[src/rtl/dcache_mem_requester_pkg.sv]
// Shared codes for the data-side memory requester: memory opcodes, memory
// status values, access-size codes and the requester FSM state type.
package dcache_mem_requester_pkg;

    localparam logic [1:0] MEM_NOP   = 2'b00;
    localparam logic [1:0] MEM_READ  = 2'b01;
    localparam logic [1:0] MEM_WRITE = 2'b10;

    localparam logic [1:0] MEM_RESTING       = 2'b00;
    localparam logic [1:0] MEM_DATA_FINISHED = 2'b01;
    localparam logic [1:0] MEM_INST_FINISHED = 2'b10;

    localparam logic [2:0] ONE_BYTE  = 3'b000;
    localparam logic [2:0] TWO_BYTE  = 3'b001;
    localparam logic [2:0] FOUR_BYTE = 3'b010;

    typedef enum logic [1:0] {
        ST_IDLE,
        ST_REQ,
        ST_RESP,
        ST_GAP
    } state_e;

    function automatic logic valid_data_type(input logic [2:0] dt);
        return (dt == ONE_BYTE) || (dt == TWO_BYTE) || (dt == FOUR_BYTE);
    endfunction

endpackage

[src/rtl/dcache_mem_requester.sv]
// Turns data-cache line refills and store write-throughs into main-memory
// request/status beats, with an inline line buffer and beat counter.
module dcache_mem_requester
    import dcache_mem_requester_pkg::*;
#(
    parameter int ADDR_WIDTH       = 17,
    parameter int LEN              = 32,
    parameter int BYTE_SIZE        = 8,
    parameter int LINE_WORDS       = 4,
    parameter int ENTRY_INDEX_SIZE = 3
) (
    input  logic                         clk,
    input  logic                         rst_n,
    input  logic                         req_valid,
    output logic                         req_ready,
    input  logic                         req_write,
    input  logic [ADDR_WIDTH-1:0]        req_addr,
    input  logic [2:0]                   req_data_type,
    input  logic [LEN-1:0]               req_wdata,
    output logic                         resp_valid,
    output logic                         resp_err,
    output logic [LINE_WORDS*LEN-1:0]    resp_line,
    output logic [1:0]                   mem_vis_signal,
    output logic [ADDR_WIDTH-1:0]        mem_vis_addr,
    output logic [ENTRY_INDEX_SIZE:0]    mem_length,
    output logic [LEN-1:0]               mem_written_data,
    output logic [2:0]                   mem_data_type,
    input  logic [LEN-1:0]               mem_data,
    input  logic [1:0]                   mem_status
);

    localparam int WORD_BYTES = LEN / BYTE_SIZE;
    localparam int OFF_W      = $clog2(LINE_WORDS * WORD_BYTES);
    localparam int BEAT_W     = (LINE_WORDS > 1) ? $clog2(LINE_WORDS) : 1;
    localparam int MLEN_W     = ENTRY_INDEX_SIZE + 1;

    localparam logic [BEAT_W-1:0]     LAST_BEAT  = BEAT_W'(LINE_WORDS - 1);
    localparam logic [ADDR_WIDTH-1:0] ALIGN_MASK = {ADDR_WIDTH{1'b1}} << OFF_W;
    localparam logic [MLEN_W-1:0]     READ_LEN   = MLEN_W'(LINE_WORDS);
    localparam logic [MLEN_W-1:0]     WRITE_LEN  = MLEN_W'(1);

    state_e                      state_q, state_d;
    logic [BEAT_W-1:0]           beat_q, beat_d;
    logic                        is_write_q, is_write_d;
    logic [ADDR_WIDTH-1:0]       base_q, base_d;
    logic [LINE_WORDS*LEN-1:0]   line_q, line_d;
    logic                        resp_valid_q, resp_valid_d;
    logic                        resp_err_q, resp_err_d;
    logic [1:0]                  sig_q, sig_d;
    logic [ADDR_WIDTH-1:0]       maddr_q, maddr_d;
    logic [MLEN_W-1:0]           mlen_q, mlen_d;
    logic [LEN-1:0]              wdata_q, wdata_d;
    logic [2:0]                  dtype_q, dtype_d;

    function automatic logic [ADDR_WIDTH-1:0] beat_addr(input logic [ADDR_WIDTH-1:0] base,
                                                        input logic [BEAT_W-1:0] beat);
        return base + ADDR_WIDTH'(32'(beat) * WORD_BYTES);
    endfunction

    always_comb begin
        state_d      = state_q;
        beat_d       = beat_q;
        is_write_d   = is_write_q;
        base_d       = base_q;
        line_d       = line_q;
        resp_valid_d = 1'b0;
        resp_err_d   = 1'b0;
        sig_d        = sig_q;
        maddr_d      = maddr_q;
        mlen_d       = mlen_q;
        wdata_d      = wdata_q;
        dtype_d      = dtype_q;

        case (state_q)
            ST_IDLE: begin
                if (req_valid) begin
                    is_write_d = req_write;
                    wdata_d    = req_wdata;
                    dtype_d    = req_data_type;
                    beat_d     = '0;
                    if (req_write) begin
                        base_d = req_addr;
                        if (!valid_data_type(req_data_type)) begin
                            state_d      = ST_GAP;
                            resp_valid_d = 1'b1;
                            resp_err_d   = 1'b1;
                        end else begin
                            state_d = ST_REQ;
                            sig_d   = MEM_WRITE;
                            maddr_d = req_addr;
                            mlen_d  = WRITE_LEN;
                        end
                    end else begin
                        base_d  = req_addr & ALIGN_MASK;
                        state_d = ST_REQ;
                        sig_d   = MEM_READ;
                        maddr_d = req_addr & ALIGN_MASK;
                        mlen_d  = READ_LEN;
                    end
                end
            end
            ST_REQ: begin
                state_d = ST_RESP;
            end
            ST_RESP: begin
                if (mem_status != MEM_RESTING) begin
                    state_d = ST_GAP;
                    sig_d   = MEM_NOP;
                    mlen_d  = '0;
                    if (is_write_q) begin
                        resp_valid_d = 1'b1;
                    end else begin
                        line_d[32'(beat_q)*LEN +: LEN] = mem_data;
                        if (beat_q == LAST_BEAT) begin
                            resp_valid_d = 1'b1;
                        end else begin
                            beat_d = beat_q + 1'b1;
                        end
                    end
                end
            end
            ST_GAP: begin
                // The response pulse marks the last GAP; otherwise more read beats remain.
                if (resp_valid_q) begin
                    state_d = ST_IDLE;
                end else begin
                    state_d = ST_REQ;
                    sig_d   = MEM_READ;
                    maddr_d = beat_addr(base_q, beat_q);
                    mlen_d  = READ_LEN;
                end
            end
            default: state_d = ST_IDLE;
        endcase
    end

    always_ff @(posedge clk or negedge rst_n) begin
        if (!rst_n) begin
            state_q      <= ST_IDLE;
            beat_q       <= '0;
            is_write_q   <= 1'b0;
            base_q       <= '0;
            line_q       <= '0;
            resp_valid_q <= 1'b0;
            resp_err_q   <= 1'b0;
            sig_q        <= MEM_NOP;
            maddr_q      <= '0;
            mlen_q       <= '0;
            wdata_q      <= '0;
            dtype_q      <= '0;
        end else begin
            state_q      <= state_d;
            beat_q       <= beat_d;
            is_write_q   <= is_write_d;
            base_q       <= base_d;
            line_q       <= line_d;
            resp_valid_q <= resp_valid_d;
            resp_err_q   <= resp_err_d;
            sig_q        <= sig_d;
            maddr_q      <= maddr_d;
            mlen_q       <= mlen_d;
            wdata_q      <= wdata_d;
            dtype_q      <= dtype_d;
        end
    end

    assign req_ready        = (state_q == ST_IDLE);
    assign resp_valid       = resp_valid_q;
    assign resp_err         = resp_err_q;
    assign resp_line        = line_q;
    assign mem_vis_signal   = sig_q;
    assign mem_vis_addr     = maddr_q;
    assign mem_length       = mlen_q;
    assign mem_written_data = wdata_q;
    assign mem_data_type    = dtype_q;

endmodule

[config.mk]
export PLATFORM = sky130hd
export DESIGN_NAME = dcache_mem_requester
export DESIGN_NICKNAME = d
export VERILOG_FILES = /design/src/rtl/dcache_mem_requester_pkg.sv /design/src/rtl/dcache_mem_requester.sv
export SDC_FILE = /design/constraint.sdc
export NUM_CORES = 1
export LEC_CHECK = 0
export CORE_MARGIN = 5
export CORE_UTILIZATION = 50
export CTS_CLUSTER_SIZE = 16
export DETAILED_ROUTE_END_ITERATION = 10
export GPL_TIMING_DRIVEN = 0
export PLACE_DENSITY = 0.87
export SYNTH_ARGS = -nofsm -noshare
export SYNTH_HDL_FRONTEND = slang
export SYNTH_SLANG_ARGS = --single-unit
[constraint.sdc]
create_clock -name clk -period 2.94 [get_ports clk]
set_input_delay 0.735 -clock clk [delete_from_list [all_inputs] [get_ports clk]]
set_output_delay 0.735 -clock clk [all_outputs]
set_load 0.01 [all_outputs]
==> results by stage, run 1 <==
Routing:
- The met2 wire length is 13,000 um.
- The total DRC errors in the routed layout is 0.
- In the final routed layout, each cell accounts on average for 19.4 um.
- The total number of vias is 7,710.
- The routed design has 27,300 um of wire.
- After detailed routing, no signal wire sits above met4.
- The routed length on met1 is 10,200 um.
- The pre-antenna-repair detailed-routing pass consisted of 5 iterations.
- After detailed routing, the met3 layer carries 3040 um of wire.
- The number of violations reported at the end of detailed-routing iteration 0 is 471.
- The antenna violation net count after detailed routing is 0.
- Dividing the detail-routed via count by the number of cells gives 5.46.

STA:
- The final critical path time including I/O delays and setup is 2.74 ns.
- Setup violations remaining at the end of the flow were counted as 0.
- Setup repair after global routing left no endpoint under its margin.
- The final setup skew is 0.00724 ns.
- The number of failing hold endpoints at the final stage is 0.
- The ratio of final minimum period to clock period is 93.3%.
- The timing-limited maximum frequency is 0.364 GHz.
- The max-slew headroom at the worst pin is 46.0%.
- The actual transition at the worst max-transition pin is 0.810 ns.
- The final max-slew violation count is 0.

Synth:
- The count of different cell masters after synthesis is 52.
- The register bit count reported by yosys is 206.
- In the synthesized netlist the dominant register cell turns out to be sky130_fd_sc_hd__dfrtp_1.
- The warning count from the yosys run is 0.
- The gate count of the mapped netlist is 871.
- The average instance in the mapped netlist occupies 10.2 um2.
- The cell area that synthesis handed to floorplanning was 0.00893 mm2.
- The share of synthesized area occupied by flip-flops and latches is 57.7%.
- After synthesis, the share of flip-flops with an asynchronous set or reset is 100%.
- The number of flops mapped to enable cells by yosys is 0.

Clock tree:
- The clock tree root buffer cell is sky130_fd_sc_hd__clkbuf_16.
- The clock tree from TritonCTS is yes.
- Once the clock tree was built, the resizer swapped 0 gates to a different size.
- The number of buffers added for setup after CTS is 0.
- The clock transition at the register clock pins on the worst setup and hold paths after CTS is 0.06 ns.
- Clock latency on the worst-skew pair, taken at its later pin, is 0.50 ns.
- The total number of clock tree sinks is 206.
- In this run, CTS created clock tree buffers numbering 22.
- The number of H-tree levels is 1.
- The clock passes through at most 3 buffers.
- The number of buffers inserted by hold repair at cts is 0.

Cells and area:
- In the layout the commonest cells are 274 x sky130_fd_sc_hd__clkdlybuf4s50_1, 206 x sky130_fd_sc_hd__dfrtp_1, 139 x sky130_fd_sc_hd__inv_1, 130 x sky130_fd_sc_hd__nand3_1, 127 x sky130_fd_sc_hd__o21ai_0.
- Cells fill 72.8% of the core in the end.
- The count of antenna diodes in the layout is 0.
- The count of fill cells added during filler insertion is 1,213.
- The share of layout cells above drive strength 1 is 10.9%.
- Relative to the synthesized area, the layout overhead comes to 42.1%.
- The multi-input combinational cells in the finished layout cover a total of 0.00298 mm2.
- After the last flow step, the layout net total stands at 1,274.
- The area of all sequential standard cells is 0.00515 mm2.
- The most common cell after layout, fill and taps aside is sky130_fd_sc_hd__clkdlybuf4s50_1.

Global routing:
- Summed over all layers, the global routing overflow is 0.
- The number of antenna violations at the first check in global routing was 0.
- The via count of the first global-routing pass was 8,019.
- The largest net degree at the start of global routing is 106.
- The first global-routing pass estimated 42,900 um of wire.
- The global-route total usage across every layer is 26.4%.

Worst setup path:
- STA classifies the critical path startpoint as a register.
- Data on the critical path is required at its endpoint by 2.20 ns.
- STA classifies the critical path endpoint as a primary output.
- In this run the register-to-register setup slack is 0.37 ns.
- Measured in cells, the most critical reg-to-reg path has a length of 7.
- The critical path class is reg2out.
- The capture point of the worst reg-to-reg path is resp_line[47]$_DFFE_PN0P_.
- The maximum fanout count along the critical path is 6.
- In this run the critical register-to-register path is launched from beat_q[0]$_DFFE_PN0P_.
- The worst path arrival time is 2.01 ns.

Power and ir drop:
- The worst-case vdd ir drop is 0.806 mV.
- Dividing total power by cell area gives a power density of 1070 mW/mm2.
- The total chip power is 13.6 mW.
- In this run the static leakage power is 5.58 nW.

Floorplan:
- 279 I/O pins were placed.
- The die boundary width is 144 um.
- After floorplanning, the core was divided into 48 placement rows.
- For this configuration, the core starts out at a cell density of 51.3%.
- The core region is 0.0174 mm2.
- The die covers 0.0206 mm2.
- The floorplan step set the die height to 144 um.

Job:
- The number of max-cap violations is 0.

Placed design:
- The HPWL after detailed placement is 19,900 um.
- The weighted congestion reported at the end of routability-driven placement is 0.892.
- The number of port buffers is 275.

Hold path:
- The path type of the worst min-delay path is in2async.

Outcome:
- The run finished with clean final reports.
-- cell type report --
cell class / instances / area share, %
buffer: 55 / 2.14
clock buffer: 31 / 4.92
clock inverter: 8 / 0.474
inverter: 140 / 4.14
multi-input combinational: 471 / 23.5
sequential: 206 / 40.6
tap: 225 / 2.22
timing repair buffer: 276 / 22.0
-- layer usage --
metal,vias to the layer above,global-route usage [%]
met5,-,0
met4,0,10.3
met3,70,7.22
met2,412,43.8
met1,3717,33.0
li1,3511,-
-- power breakdown --
part | switching (mW) | internal (mW)
logic | 2.87 | 3.16
clock network | 1.14 | 1.49
registers | 0.856 | 4.08
-- stage by stage --
stage	worst slack (ns)	std cells	hold WS (ns)	instance area [um2]	TNS (ns)
finish	0.196	1412	0.237	12700	0
global route	0.123	1412	0.329	12700	0
CTS	0.193	1412	0.291	12700	0
detailed placement	0.188	1373	0.475	12000	0
global placement	-7.39	1372	0.464	12000	-1519.04
floorplan	0.920	872	0.439	8930	0
-- Yosys cell counts (2+ instances only) --
| cell | instances | area [um2] |
|---|---|---|
| sky130_fd_sc_hd__nand3_1 | 130 | 651 |
| sky130_fd_sc_hd__nand2_1 | 29 | 109 |
| sky130_fd_sc_hd__o21ai_0 | 127 | 636 |
| sky130_fd_sc_hd__o31ai_1 | 3 | 22.5 |
| sky130_fd_sc_hd__nor3_1 | 5 | 25.0 |
| sky130_fd_sc_hd__buf_2 | 18 | 90.1 |
| sky130_fd_sc_hd__clkbuf_8 | 2 | 27.5 |
| sky130_fd_sc_hd__o21ai_2 | 2 | 17.5 |
| sky130_fd_sc_hd__nor3b_4 | 4 | 75.1 |
| sky130_fd_sc_hd__o211ai_1 | 4 | 30.0 |
| sky130_fd_sc_hd__buf_4 | 4 | 30.0 |
| sky130_fd_sc_hd__o21ai_1 | 22 | 110 |
| sky130_fd_sc_hd__buf_1 | 4 | 15.0 |
| sky130_fd_sc_hd__nand2b_1 | 2 | 12.5 |
| sky130_fd_sc_hd__xnor2_1 | 5 | 43.8 |
| sky130_fd_sc_hd__a31oi_1 | 4 | 25.0 |
| sky130_fd_sc_hd__a21oi_1 | 6 | 30.0 |
| sky130_fd_sc_hd__nor2_1 | 16 | 60.1 |
| sky130_fd_sc_hd__ha_1 | 11 | 138 |
| sky130_fd_sc_hd__dfrtp_1 | 206 | 5150 |
| sky130_fd_sc_hd__clkbuf_1 | 26 | 97.6 |
| sky130_fd_sc_hd__or3_1 | 4 | 25.0 |
| sky130_fd_sc_hd__mux2_2 | 56 | 631 |
| sky130_fd_sc_hd__a22o_1 | 2 | 17.5 |
| sky130_fd_sc_hd__inv_1 | 139 | 522 |
| sky130_fd_sc_hd__nor4_1 | 6 | 37.5 |
| sky130_fd_sc_hd__o22ai_1 | 2 | 12.5 |
| sky130_fd_sc_hd__nand3b_1 | 5 | 37.5 |
| sky130_fd_sc_hd__nand4_1 | 4 | 25.0 |
-- kinds of logic (layout without fill, tap and decap cells) --
group	count (synthesis)	after routing	synth area share, %
xor gates and xnor gates	6	6	0.589
adders and majority gates	12	12	1.77
buffers and inverters	195	510	8.93
muxes	58	58	7.30
AOI/OAI and AO/OA	180	180	10.9
and+or+nand+nor	213	213	12.7
other	1	2	0.0420
DFF	206	206	57.7
-- worst max-delay path: stages (launching register included) --
cell                              delay, ns
sky130_fd_sc_hd__dfrtp_1               0.41
sky130_fd_sc_hd__inv_1                 0.15
sky130_fd_sc_hd__ha_1                  0.30
sky130_fd_sc_hd__clkdlybuf4s50_1       0.65
-- registers in the layout, summed over array words and instances (netlist names) --
signal and cells:
base_q 17, beat_q 2, is_write_q 1, mem_data_type 3, mem_length 1, mem_vis_addr 17
mem_vis_signal 1, mem_written_data 32, resp_err 1, resp_line 128, resp_valid 1, state_q 2
-- worst max path at each step --
stage / startpoint / end / slack (ns) / cells past startpoint
after global routing: state_q[0]$_DFFE_PN0P_ / req_ready / 0.12 / 3
after detailed placement: mem_status[1] / resp_line[12]$_DFFE_PN0P_ / 0.19 / 5
after floorplan: beat_q[0]$_DFFE_PN0P_ / mem_vis_addr[10]$_DFFE_PN0P_ / 0.92 / 7
final: state_q[0]$_DFFE_PN0P_ / req_ready / 0.20 / 3
after CTS: state_q[0]$_DFFE_PN0P_ / req_ready / 0.19 / 3
after global placement: rst_n / mem_written_data[13]$_DFFE_PN0P_ / -7.39 / 1
No activity file was read; power rests on OpenSTA's default activity.
==> run 2: changes to the inputs <==
Settings changed: ABC_AREA set to 0, HOLD_SLACK_MARGIN set to 0.03.
==> results of run 2 <==
Same layout as run 1: the final DEF is identical, and so are final timing and power.
==> edit 1 (flow settings as in run 1) <==
`ENTRY_INDEX_SIZE`: 3 -> 2.
--- a/src/rtl/dcache_mem_requester.sv
+++ b/src/rtl/dcache_mem_requester.sv
@@ -7,7 +7,7 @@
     parameter int LEN              = 32,
     parameter int BYTE_SIZE        = 8,
     parameter int LINE_WORDS       = 4,
-    parameter int ENTRY_INDEX_SIZE = 3
+    parameter int ENTRY_INDEX_SIZE = 2
 ) (
     input  logic                         clk,
     input  logic                         rst_n,
Interface: changed (resized mem_length); port bits go from 279 to 278. No check against the original RTL was run, so the function may have changed too.
==> edit 1 against run 1 <==
Final area about the same; synthesized area barely moved; sequential power is essentially flat; combinational power hardly changed; wire length is 2.1% higher; sequential cell count unchanged; clock skew up 0.0058 ns; global-route usage grew 0.50 points; critical path depth stayed put; total power increased by 0.78%; clock power increased by 2%; setup slack worse by 0.022 ns; sequential share of layout area about the same; first-iteration DRC count up 4.0%; largest cell class unchanged; largest power group unchanged.
==> edit 1: results <==
set metrics [dict create \
    skew_ns 0.0130 \
    grt_first_pass_wirelength_um 44000 \
    use_met2 0.449 \
    status "complete, no violations" \
    dr_wl_met3_um 2690 \
    met1Wirelength_um 10500 \
    p_leak_nw 5.60 \
    grt_use_met1 0.333 \
    whs_ns 0.304 \
    post_dp_cell_area_mm2 0.0120 \
    grt_pass1_vias 8100 \
    routed_wl_um 27900 \
    synth_area_leaders "dfrtp_1 58%, nand3_1 7.3%, o21ai_0 7.1%, mux2_2 7.1%, inv_1 5.8%" \
    wl_met2_um 13400 \
    muxShareOfSynthArea 0.0731 \
    synthAdderAreaFrac 0.0177 \
    vdd_ir_drop_max_mv 0.698 \
    finalWeightedCongestion 0.857 \
    ys_seq_area_frac 0.578 \
    worstPathArrival_ns 2.03 \
    grtUsageMet3 0.0646 \
    syn_area_per_cell_um2 10.3 \
    post-dp-hpwl_um 19900 \
    r2r_end "resp_line[36]" \
    nNetsFinal 1272 \
    drive_gt1_frac 0.110 \
    fmax_mhz 361 \
    fillers 1209 \
    dp_slack_ns 0.165 \
    num_vias 7802 \
    drt_iter0_drc 490 \
]
==> edit 1: cell types whose count changed after synthesis <==
cell   before  now
buf_4       4    3
==> edit 1: power breakdown <==
part / switching, W / total, W / internal (W) / leakage [nW]
sequential: 0.000867 / 0.00494 / 0.00408 / 2.39
clock: 0.00114 / 0.00269 / 0.00156 / 0.356
combinational: 0.00289 / 0.00605 / 0.00316 / 2.85
total: 0.00490 / 0.0137 / 0.00880 / 5.60
==> edit 1: final cells by class <==
type / count / area [um2] / share of cell area
plain buffers: 54 / 264 / 0.0208
repair buffers: 276 / 2790 / 0.219
flip-flops and latches: 206 / 5150 / 0.406
inverters: 140 / 526 / 0.0414
clock buffers: 32 / 659 / 0.0520
well taps: 225 / 282 / 0.0222
multi-input cells: 470 / 2980 / 0.234
clock inverters: 8 / 43.8 / 0.00345
==> edit 1: critical path, cell delays in order, from the launching register on <==
cell and delay, ns:
dfrtp_1 0.41, inv_1 0.16, ha_1 0.32, clkdlybuf4s50_1 0.64
==> edit 2 (flow settings as in run 1) <==
Made on the original files. Put one more register stage on the output `resp_err`, without a reset. The value now appears one clock later. The other outputs are not delayed to match.
--- a/src/rtl/dcache_mem_requester.sv
+++ b/src/rtl/dcache_mem_requester.sv
@@ -166,7 +166,9 @@
 
     assign req_ready        = (state_q == ST_IDLE);
     assign resp_valid       = resp_valid_q;
-    assign resp_err         = resp_err_q;
+    always_ff @(posedge clk) begin
+        resp_err <= resp_err_q;
+    end
     assign resp_line        = line_q;
     assign mem_vis_signal   = sig_q;
     assign mem_vis_addr     = maddr_q;
Function: changed (a bounded check fails within 4 cycles, from zero or initial values and one cycle with rst_n low).
==> edit 2 against run 1 <==
Die area is 0.21% higher; synthesized cell count is 0.11% higher; wire length is 1.7% higher; total power is 2.4% higher; non-clock buffer count stayed put; sequential cell count is 1 higher; setup slack better by 0.015 ns; via count is 1.4% higher; sequential share of layout area is 0.18 points lower; final area is 0.83% higher; final cell count is 0.50% higher; synthesized area is 0.22% higher.
==> edit 2: results <==
set metrics [dict create \
    grt_use_met1 0.336 \
    nNetsFinal 1276 \
    clk_share 0.0598 \
    slew_headroom 0.416 \
    placed_cells 1378 \
    multi_input_area_share 0.233 \
    num_vias 7817 \
    buf_share 0.239 \
    finalWeightedCongestion 0.846 \
    p_leak_nw 5.64 \
    rrSetupSlack_ns 0.28 \
    synth.distinct_cells 53 \
    dr_wl_met3_um 2930 \
    netlist_instances 872 \
    numCtsBuffers 23 \
    grt_use_total 0.265 \
    synth_area_leaders "dfrtp_1 58%, nand3_1 7.3%, o21ai_0 7.1%, mux2_2 7.0%, inv_1 5.8%" \
    ys_seq_area_frac 0.578 \
    clock_buffers 32 \
    n_sequential_cell 207 \
    wl_met2_um 13400 \
    drt_iter0_drc 562 \
    grt_first_pass_wirelength_um 43300 \
    seq_share 0.405 \
    drt-vias-per-instance 5.51 \
    post-dp-hpwl_um 19800 \
    grt_pass1_vias 8053 \
    period_share 0.928 \
    grt_max_degree 114 \
    async_flop_share 0.995 \
    vdd_ir_drop_max_mv 0.805 \
    cpPeakStageDelay_ns 0.63 \
    fillers 1272 \
    whs_ns 0.234 \
    status "complete, no violations" \
    skew_ns 0.0182 \
    drive_gt1_frac 0.111 \
    grtUsageMet3 0.0692 \
    coreArea_mm2 0.0178 \
]
-- edit 2: cell count changes in the layout (fill, tap and decap cells not counted), sizes merged --
cell,run 1,this run
clkbuf,59,60
clkinv,7,5
clkinvlp,2,1
dfxtp,0,1
bufinv,0,2
inv,139,141
-- edit 2: cell families (layout without fill, tap and decap cells) --
| kind of cell | count (synthesis) | in the layout | synth area share |
|---|---|---|---|
| adders and majority gates | 12 | 12 | 0.0176 |
| DFF | 207 | 207 | 0.578 |
| and+or+nand+nor | 213 | 213 | 0.127 |
| other | 1 | 2 | 0.000419 |
| xor gates and xnor gates | 6 | 6 | 0.00587 |
| AOI/OAI and AO/OA | 180 | 180 | 0.109 |
| buffers and inverters | 195 | 512 | 0.0891 |
| muxes | 58 | 58 | 0.0729 |
-- edit 2: where the power goes --
part	switching (W)	total [W]	internal (W)
Sequential	0.000877	0.00497	0.00409
Combinational	0.00285	0.00602	0.00316
Clock	0.00118	0.00292	0.00175
